===== src/rtl/mul_div_unit.sv =====
// Iterative MIPS-style multiply/divide unit with architectural HI/LO registers.
// One radix-2 step per cycle: shift-add multiply, restoring divide.
module mul_div_unit #(
  parameter int WIDTH = 32
) (
  input  logic             clk,
  input  logic             resetN,
  input  logic             start,
  input  logic [1:0]       op,
  input  logic [WIDTH-1:0] op1,
  input  logic [WIDTH-1:0] op2,
  input  logic             hiWrite,
  input  logic             loWrite,
  input  logic [WIDTH-1:0] writeData,
  output logic             busy,
  output logic             done,
  output logic             divZero,
  output logic [WIDTH-1:0] hi,
  output logic [WIDTH-1:0] lo
);

  localparam int CW = $clog2(WIDTH + 1);

  typedef enum logic [1:0] {IDLE, CALC, FIX} state_t;

  state_t             state, state_nxt;
  logic [CW-1:0]      cnt;
  logic               is_div, neg_a, neg_b, dz;
  logic [WIDTH-1:0]   mag_b;   // multiplicand (mul) or divisor (div) magnitude
  logic [2*WIDTH-1:0] acc;     // mul: {partial product, multiplier}; div: low half dividend -> quotient
  logic [WIDTH-1:0]   rem;

  // start-time operand conditioning
  logic             sgn_op, neg1, neg2, zero_div;
  logic [WIDTH-1:0] mag1, mag2;
  assign sgn_op   = ~op[0];
  assign neg1     = sgn_op & op1[WIDTH-1];
  assign neg2     = sgn_op & op2[WIDTH-1];
  assign mag1     = neg1 ? -op1 : op1;
  assign mag2     = neg2 ? -op2 : op2;
  assign zero_div = op[1] && (op2 == '0);

  // one iteration step
  logic [WIDTH:0]     mul_sum, shifted;
  logic [WIDTH-1:0]   sub;
  logic               ge;
  assign mul_sum = {1'b0, acc[2*WIDTH-1:WIDTH]} + (acc[0] ? {1'b0, mag_b} : '0);
  assign shifted = {rem, acc[WIDTH-1]};
  assign ge      = shifted >= {1'b0, mag_b};
  // only consumed when ge, where the true difference is below mag_b and fits WIDTH bits
  assign sub     = shifted[WIDTH-1:0] - mag_b;

  // sign correction
  logic [2*WIDTH-1:0] prod_fix;
  logic [WIDTH-1:0]   quo_fix, rem_fix, dividend;
  assign prod_fix = (neg_a ^ neg_b) ? -acc : acc;
  assign quo_fix  = (neg_a ^ neg_b) ? -acc[WIDTH-1:0] : acc[WIDTH-1:0];
  assign rem_fix  = neg_a ? -rem : rem;
  assign dividend = neg_a ? -acc[WIDTH-1:0] : acc[WIDTH-1:0];

  assign busy = (state != IDLE);

  always_comb begin
    state_nxt = state;
    case (state)
      IDLE: if (start) state_nxt = zero_div ? FIX : CALC;
      CALC: if (cnt == CW'(1)) state_nxt = FIX;
      FIX:  state_nxt = IDLE;
      default: state_nxt = IDLE;
    endcase
  end

  always_ff @(posedge clk or negedge resetN) begin
    if (!resetN) state <= IDLE;
    else         state <= state_nxt;
  end

  always_ff @(posedge clk or negedge resetN) begin
    if (!resetN) begin
      cnt     <= '0;
      is_div  <= 1'b0;
      neg_a   <= 1'b0;
      neg_b   <= 1'b0;
      dz      <= 1'b0;
      mag_b   <= '0;
      acc     <= '0;
      rem     <= '0;
      done    <= 1'b0;
      divZero <= 1'b0;
      hi      <= '0;
      lo      <= '0;
    end else begin
      done <= 1'b0;
      case (state)
        IDLE: begin
          if (start) begin
            is_div  <= op[1];
            neg_a   <= neg1;
            neg_b   <= neg2;
            dz      <= zero_div;
            mag_b   <= op[1] ? mag2 : mag1;
            acc     <= {{WIDTH{1'b0}}, op[1] ? mag1 : mag2};
            rem     <= '0;
            cnt     <= CW'(WIDTH);
            divZero <= 1'b0;
          end else begin
            if (hiWrite) hi <= writeData;
            if (loWrite) lo <= writeData;
          end
        end
        CALC: begin
          cnt <= cnt - CW'(1);
          if (!is_div) begin
            acc <= {mul_sum, acc[WIDTH-1:1]};
          end else begin
            rem              <= ge ? sub : shifted[WIDTH-1:0];
            acc[WIDTH-1:0]   <= {acc[WIDTH-2:0], ge};
          end
        end
        FIX: begin
          done <= 1'b1;
          if (!is_div) begin
            hi <= prod_fix[2*WIDTH-1:WIDTH];
            lo <= prod_fix[WIDTH-1:0];
          end else if (dz) begin
            hi      <= dividend;
            lo      <= '1;
            divZero <= 1'b1;
          end else begin
            hi <= rem_fix;
            lo <= quo_fix;
          end
        end
        default: ;
      endcase
    end
  end

endmodule


===== config.mk =====
export PLATFORM = sky130hd
export DESIGN_NAME = mul_div_unit
export DESIGN_NICKNAME = d
export VERILOG_FILES = /design/src/rtl/mul_div_unit.sv
export SDC_FILE = /design/constraint.sdc
export NUM_CORES = 1
export LEC_CHECK = 0
export ABC_AREA = 0
export ABC_CLOCK_PERIOD_IN_PS = 4700
export CAP_MARGIN = 40
export CELL_PAD_IN_SITES_DETAIL_PLACEMENT = 1
export CELL_PAD_IN_SITES_GLOBAL_PLACEMENT = 1
export CORE_MARGIN = 1.5
export CORE_UTILIZATION = 44
export DETAILED_ROUTE_END_ITERATION = 10
export PLACE_DENSITY_LB_ADDON = 0.1
export SLEW_MARGIN = 40
export SYNTH_ARGS = -nofsm -noshare
export SYNTH_HDL_FRONTEND = slang
export SYNTH_SLANG_ARGS = --single-unit

===== constraint.sdc =====
create_clock -name clk -period 4.7 [get_ports clk]
set_clock_uncertainty 0.2 [all_clocks]
set_input_delay 0.705 -clock clk [delete_from_list [all_inputs] [get_ports clk]]
set_output_delay 0.705 -clock clk [all_outputs]
set_load 0.05 [all_outputs]

## Yosys cells after proc, flatten, opt, wreduce, memory -nomap -nowiden

Index checks and enable logic that the tools add are counted.

- Bits of input ports: 103
- Output and inout port bits: 67
- Register bits: 206
- Logic and storage cells: 91

- Mux-type cells: 38
- Add/subtract/negate cells: 8
- Reductions and logical operators: 14
- $lt $le $gt $ge: 1
- Equal/unequal tests: 12
- Bitwise gates (word level): 4

Operators by type and width:

| kind | count |
|---|---|
| $mux W32 | 21 |
| $pmux W32 S2 | 3 |
| $mux W64 | 2 |
| $neg A32 Y32 | 4 |
| $pmux W64 S2 | 1 |
| $neg A64 Y64 | 1 |
| $add A32 B32 Y33 | 1 |
| $ge A33 B32 Y1 | 1 |
| $logic_not A32 Y1 | 1 |
| $sub A32 B32 Y32 | 1 |
| $ne A2 B2 Y1 const B | 9 |
| $pmux W6 S2 | 1 |
| $reduce_and A3 Y1 | 4 |
| $eq A6 B1 Y1 const B | 1 |
| $mux W2 | 3 |
| $mux W6 | 1 |
| $reduce_and A2 Y1 | 3 |
| $reduce_bool A2 Y1 | 3 |
| $sub A6 B1 Y6 const B | 1 |
| $mux W1 | 4 |
| $pmux W2 S2 | 1 |
| $reduce_and A4 Y1 | 1 |
| $and A1 B1 Y1 | 2 |
| $eq A2 B1 Y1 const B | 1 |
| other kinds (6) | 6 |

## Depth between registers and ports, before layout

Gate-level depths: netlist (run 1).

- Depth after elaboration: 6
- Gate-level depth with buffers: 15
- Gate-level depth less buffers: 13

## Least setup slack after synthesis (run 1)

OpenSTA, ideal clock, no wires.

- Path kind: reg-to-reg
- Start point: register acc[0]
- End point: register acc[61]
- Cell stages (with the launch flop): 15
- Slack: 1160 ps
- Library setup time: 122 ps
- Period minus slack after synthesis: 3540 ps
- Required time: 4378 ps
- Arrival: 3218 ps
- Buffers on the path: 2
- Cells stage by stage: dfrtp_1 -> clkbuf_1 -> inv_1 -> clkbuf_1 -> nor2_1 -> ha_1 -> a21o_1 -> or4b_2 -> o21ai_0 -> o32ai_1 -> nor3_1 -> a21oi_1 -> o21a_1 -> or3_1 -> a32o_1

- Longest elaborated chain between the ends: 4

RTL lines:

| item | RTL line | RTL |
|---|---|---|
| start, declared | 30 | `logic [2*WIDTH-1:0] acc;` |
| start signal, assigned | 102 | `acc <= {{WIDTH{1'b0}}, op[1] ? mag1 : mag2};` |
| start signal, assigned | 114 | `acc <= {mul_sum, acc[WIDTH-1:1]};` |
| start signal, assigned by index | 117 | `acc[WIDTH-1:0] <= {acc[WIDTH-2:0], ge};` |
| $mux W32 | 47 | `assign mul_sum = {1'b0, acc[2*WIDTH-1:WIDTH]} + (acc[0] ? {1'b0, mag_b} : '0);` |
| $add A32 B32 Y33 | 47 |  |
| $mux W32 | 113 | `if (!is_div) begin` |
| $pmux W64 S2 | 94 | `case (state)` |

No other way between the ends. The select of a mux whose other input is x is not followed.
A chain may end at the register's enable or synchronous reset.

## Worst setup path in the final report (run 1)

- Start point: register acc[0]
- End point: register acc[62]

The elaborated chain is that of the path after synthesis.

==> results of run 1 <==
## power groups by stage
stage               Clock, mW  Sequential, mW  Combinational (mW)
global placement            0            3.64                11.7
CTS                      2.05            3.67                12.0
detailed placement          0            3.70                11.9
finish                   2.03            3.70                12.1
global route             2.11            3.80                13.2
floorplan                   0            4.13                7.57
## stage by stage
stage	hold slack (ns)	total power, mW	util (%)
floorplan	0.209	11.7	-
global placement	0.264	15.3	50.1
detailed placement	0.270	15.6	50.1
CTS	0.0300	17.7	52.2
global route	0.311	19.1	52.3
finish	0.278	17.9	52.3
## routing by layer
metal	vias up	wire length [um]	GRT usage [%]
met2	580	32500	55.4
met3	105	4610	4.72
li1	8438	-	-
met1	8958	31700	45.4
met5	-	0	0
met4	0	2220	10.4
## registers in the layout, indices dropped and copies added, names as in the netlist
signal	count
acc	64
cnt	6
divZero	1
done	1
dz	1
hi	32
is_div	1
lo	32
mag_b	32
neg_a	1
neg_b	1
rem	32
state	2
## critical path: cells and delay by family (launching register included)
kind                     cells  cell delay (ns)
AO/OA/AOI/OAI                9             2.22
adder cells (fa/ha/maj)      1             0.39
buffers and inverters        2             0.60
flip-flops                   1             0.41
AND/OR/NAND/NOR              1             0.12
## synthesized netlist by cell type, types with 33 or more instances
library cell  instances  area share [%]
nand2_1             257             5.4
o21ai_0             247             6.9
nor2_1              211             4.4
dfrtp_1             206              29
a21oi_1             190             5.3
clkbuf_1            124             2.6
xnor2_1             112             5.5
xor2_1               84             4.1
inv_1                80             1.7
ha_1                 70             4.9
nor3_1               57             1.6
mux2i_1              51             2.9
o22ai_1              50             1.8
a21o_1               34             1.4
o211ai_1             33             1.4
## cells by family (layout without fill, tap and decap cells)
logic type	Yosys count	after routing
compound gates	762	762
simple gates	745	745
buf+inv	245	371
flops	206	206
xor+xnor	196	196
fa+ha+maj	72	72
mux	63	63
other cells	0	1
## final cells by class
cell class | instances | area (sq um)
inverters | 80 | 300
clock inverters | 12 | 120
multi-input cells | 1838 | 11600
well taps | 525 | 657
clock buffers | 35 | 726
fillers | 4886 | 19000
diodes | 1 | 2.50
flip-flops and latches | 206 | 5160
repair buffers | 244 | 2310
## final timing paths
kind / from / to / slack, ns / cells past startpoint
max in group asynchronous: resetN / neg_a$_DFFE_PN0P_ / 2.74 / 4
min in group asynchronous: resetN / lo[29]$_DFFE_PN0P_ / 0.39 / 2
setup reg to reg: acc[0]$_DFFE_PN0P_ / acc[62]$_DFFE_PN0P_ / 0.66 / 13
hold reg to reg: mag_b[3]$_DFFE_PN0P_ / mag_b[3]$_DFFE_PN0P_ / 0.28 / 2
hold / removal: mag_b[3]$_DFFE_PN0P_ / mag_b[3]$_DFFE_PN0P_ / 0.28 / 2
setup / recovery: acc[0]$_DFFE_PN0P_ / acc[62]$_DFFE_PN0P_ / 0.66 / 13
==> qor.yml, run 1 <==
status: "complete, no violations"
power_frac_clock_pct: 11.4
drt_iter0_drc: 1252
timing.final.ws_setup_ns: 0.665
p_leak_nw: 8.67
critical_path_class: "register to register"
synth_compound_area_share_pct: 26.3
clkTransAtPathRegs_ns: 0.06
crit_fanout: 27
stdcell_count: 2941
crit_arrival_ns: 4.30
fp.dieH_um: 204
synthesis.area_sq_um: 17800
crit_slowest_cell: "o21ai_0"
rows: 73
synthAdderAreaFrac_pct: 5.14
fin_crit_sh_pct: 85.9
cp-start-kind: "register"
synth_edf_count: 0
maxSlewViolCount: 0
ys_ff_latch: 206
vias_per_cell: 6.15
fin_area_sq_um: 20800
grt_max_degree: 90
grt_usage_pct: 33.6
yosys.area_share.simple_pct: 19.7
cts_root_buf: "clkbuf_16"
critPathMostFrequentCell: "o21ai_0"
num_vias: 18100
wl_um: 71100
dp.cells: 2891
ios: 170
dpl_cell_area_sq_um: 20000
crit_chain: "inv_1 -> buf_4 -> nor2_1 -> ha_1 -> o21ai_0 -> a21oi_1 -> o31ai_1 -> a22oi_1 -> o22ai_1 -> o31a_1 -> o21ai_0 -> a2111oi_0 -> a211oi_1"
setup_viol: 0
preCtsSetupSlack_ns: 0.433
fin_tns_setup_ns: 0
synth.distinct_cells: 88
swShare_pct: 53.4
dieArea_sq_um: 41700
drt-pass1-iter-count: 5
muxShareOfSynthArea_pct: 3.68
mostFrequentLayoutCell: "nand2_1"
cp-end-kind: "register"
p_int_mw: 8.32
cts_tree: "done"
synth_xor_area_share_pct: 9.63
postSynthNetCount: 2464
worstPathRequired_ns: 4.96
drive_above_1_share_pct: 8.07
hold_path_class: "register to register"
postCtsResizedCells: 0
power.net_switching_mw: 9.54
wl_per_cell_um: 24.2
slew_headroom_pct: 47.3
grt_setup_unrepaired: "no"
cts-buffers-inserted: 26
combPwrFrac_pct: 67.9
hold_viol_final: 0
fmax_ghz: 0.248
ant_nets: 0
antenna_found_initial: 0
tightestPinTransition_ns: 0.789
clock-sinks: 206
critPathMaxStageDelay_ns: 0.42
areaGrowthSynthToFinish_pct: 16.9
cts_setup_buffers: 0
start_util_pct: 44.8
netlist_instances: 2289
grt_overflow: 0
synthArstFlopShare_pct: 100
min_period_ns: 4.04
clk_path_buf_depth: 3
power_frac_seq_pct: 20.7
peakVddDrop_mv: 0.389
synth_ff_type: "dfrtp_1"
yosysWarnings: 0
drv_cap: 0
gp_congestion: 0.954
portBuffers: 169
synth_top_family_by_area: "compound AO/OA/AOI/OAI gates"
first_global_vias: 18300
hold_buffers: 0
syn_avg_cell_area_sq_um: 7.79
insertion_delay_ns: 0.57
synth-seq-area-share_pct: 28.9
finalNetCount: 2571
p_per_area_nw_per_um2: 857
die_x_um: 204
grt_pass1_wl_um: 108000
core_area_sq_um: 39800
cts.htree.levels: 1
drc: 0
hpwl_um: 55500
mostFrequentLayoutCells: "256 x nand2_1, 247 x o21ai_0, 206 x nor2_1"
Note: power is estimated with default switching activity, not from simulation.
==> run 2, diff against run 1 <==
--- a/config.mk
+++ b/config.mk
@@ -6,12 +6,12 @@
 export NUM_CORES = 1
 export LEC_CHECK = 0
 export ABC_AREA = 0
-export ABC_CLOCK_PERIOD_IN_PS = 4700
+export ABC_CLOCK_PERIOD_IN_PS = 4220
 export CAP_MARGIN = 40
 export CELL_PAD_IN_SITES_DETAIL_PLACEMENT = 1
 export CELL_PAD_IN_SITES_GLOBAL_PLACEMENT = 1
 export CORE_MARGIN = 1.5
-export CORE_UTILIZATION = 44
+export CORE_UTILIZATION = 30
 export DETAILED_ROUTE_END_ITERATION = 10
 export PLACE_DENSITY_LB_ADDON = 0.1
 export SLEW_MARGIN = 40
==> constraint.sdc (replaced) <==
create_clock -name clk -period 4.22 [get_ports clk]
set_clock_uncertainty 0.2 [all_clocks]
set_input_delay 0.633 -clock clk [delete_from_list [all_inputs] [get_ports clk]]
set_output_delay 0.633 -clock clk [all_outputs]
set_load 0.05 [all_outputs]
==> qor.yml, run 2 (synthesis results as in run 1) <==
r2r_slack_ns: 0.38
start_util_pct: 30.3
critPathMaxStageDelay_ns: 0.38
dpl_cell_area_sq_um: 20800
clk_path_buf_depth: 3
slew_headroom_pct: 43.0
cp-end-kind: "register"
fmax_ghz: 0.260
crit_arrival_ns: 4.11
mostFrequentLayoutCells: "256 x nand2_1, 247 x o21ai_0, 206 x nor2_1"
grt_setup_unrepaired: "no"
antenna_found_initial: 0
fp.dieH_um: 247
status: "complete, no violations"
drt_iter0_drc: 1048
cts_root_buf: "clkbuf_16"
rows: 89
power_frac_clock_pct: 11.7
stdcell_count: 3253
wl_um: 77400
cts_tree: "done"
crit_fanout: 11
setup_viol: 0
p_per_area_nw_per_um2: 949
swShare_pct: 52.7
dp.cells: 3204
startpoint: "acc[0]$_DFFE_PN0P_"
preCtsSetupSlack_ns: 0.156
num_vias: 18000
grt_max_degree: 85
tightestPinTransition_ns: 0.848
power_frac_seq_pct: 18.9
first_global_vias: 18600
regMostFlops: "acc"
gp_congestion: 0.899
insertion_delay_ns: 0.57
drc: 0
hold_viol_final: 0
cts-buffers-inserted: 28
dieArea_sq_um: 60900
grt_usage_pct: 25.2
timing.final.ws_setup_ns: 0.377
portBuffers: 169
grt_pass1_wl_um: 117000
power.net_switching_mw: 10.9
fillers: 7087
clkTransAtPathRegs_ns: 0.06
vias_per_cell: 5.53
p_leak_nw: 9.03
ios: 170
worst-path-buf-inv: 3
fin_crit_sh_pct: 91.1
finalNetCount: 2637
holdWs_ns: 0.280
ant_nets: 0
worstHoldEndpoint: "mag_b[5]$_DFFE_PN0P_"
clock-sinks: 206
largest_reg_flops: 64
r2r-start: "acc[0]$_DFFE_PN0P_"
drive_above_1_share_pct: 10.3
fin_tns_setup_ns: 0
core_area_sq_um: 58900
combPwrFrac_pct: 69.4
cp-start-kind: "register"
min_period_ns: 3.84
wl_per_cell_um: 23.8
hpwl_um: 62100
drt-pass1-iter-count: 5
mostFrequentLayoutCell: "nand2_1"
worstPathRequired_ns: 4.49
maxSlewViolCount: 0
min_path_cells: 2
areaGrowthSynthToFinish_pct: 21.9
cts.htree.levels: 1
die_x_um: 247
fin_area_sq_um: 21700
crit_chain: "inv_1 -> nor2_1 -> ha_1 -> o21ai_0 -> a21oi_1 -> o31ai_1 -> buf_4 -> a22oi_1 -> o22ai_1 -> buf_4 -> o31a_1 -> o21ai_0 -> a2111oi_0 -> a211oi_1"
peakVddDrop_mv: 0.456
hold_path_class: "register to register"
p_int_mw: 9.75
min_from: "mag_b[5]$_DFFE_PN0P_"
crit_slowest_cell: "ha_1"
grt_overflow: 0
drv_cap: 0
critical-path-top-delay-family: "compound AO/OA/AOI/OAI gates"
r2r_end: "acc[62]$_DFFE_PN0P_"
critical_path_class: "register to register"
r2r_cells: 14
==> run 2: changes by cell type in the layout (fill, tap and decap cells not counted), sizes merged <==
cell      previous run  this run
inv                 81        80
clkbuf              36        39
clkinvlp             1         0
clkinv               8         6
buf                 75       140
==> run 2: power groups by stage <==
stage | Combinational (mW) | Sequential (mW) | Clock, mW
after CTS | 14.3 | 3.89 | 2.49
after global placement | 14.1 | 3.90 | 0
after detailed placement | 14.3 | 3.93 | 0
after floorplan | 8.43 | 4.60 | 0
final | 14.3 | 3.89 | 2.41
after global routing | 15.6 | 4.02 | 2.55
==> run 2: how the worst max path moves through the flow <==
stage                          endpoint  slack, ns  cells after the start
floorplan           acc[61]$_DFFE_PN0P_       0.68                     14
global placement    acc[27]$_DFFE_PN0P_       0.26                     10
detailed placement  acc[27]$_DFFE_PN0P_       0.16                     10
CTS                 acc[61]$_DFFE_PN0P_       0.43                     13
global route        acc[62]$_DFFE_PN0P_       0.08                     14
finish              acc[62]$_DFFE_PN0P_       0.38                     14
==> run 2: timing repair <==
item | CTS | global route
setup buffers | 0 | 0
resized for setup | 0 | 0
hold buffers | 1 | 0
endpoints found under the hold margin | 75 | 0
==> run 2: worst reg2reg max path: stages, from the launching register on <==
cell and delay, ns:
dfrtp_1 0.37, inv_1 0.32, nor2_1 0.13, ha_1 0.38, o21ai_0 0.17, a21oi_1 0.22, o31ai_1 0.10, buf_4 0.16
a22oi_1 0.34, o22ai_1 0.16, buf_4 0.17, o31a_1 0.27, o21ai_0 0.37, a2111oi_0 0.18, a211oi_1 0.21
==> run 2: metrics by stage <==
| stage | util (%) | power [mW] |
|---|---|---|
| floorplan | - | 13.0 |
| global placement | 35.3 | 18.0 |
| detailed placement | 35.3 | 18.2 |
| CTS | 36.9 | 20.7 |
| global route | 36.9 | 22.1 |
| finish | 36.9 | 20.6 |
==> run 2: metal layers <==
metal  GRT usage (%)  vias up  wire (um)
li1                -     8568          -
met1            35.6     8951      37600
met4            5.94        0       1640
met2            41.7      403      35300
met5               0        -          0
met3            1.94       78       2850
==> run 2: area by class of cell <==
| cell class | instances | area, sq um | share of cell area, % |
|---|---|---|---|
| multi-input cells | 1838 | 11600 | 53.2 |
| flip-flops and latches | 206 | 5160 | 23.8 |
| repair buffers | 308 | 2830 | 13.0 |
| well taps | 773 | 967 | 4.45 |
| clock buffers | 39 | 813 | 3.74 |
| inverters | 80 | 300 | 1.38 |
| clock inverters | 8 | 93.8 | 0.432 |
| diodes | 1 | 2.50 | 0.0115 |
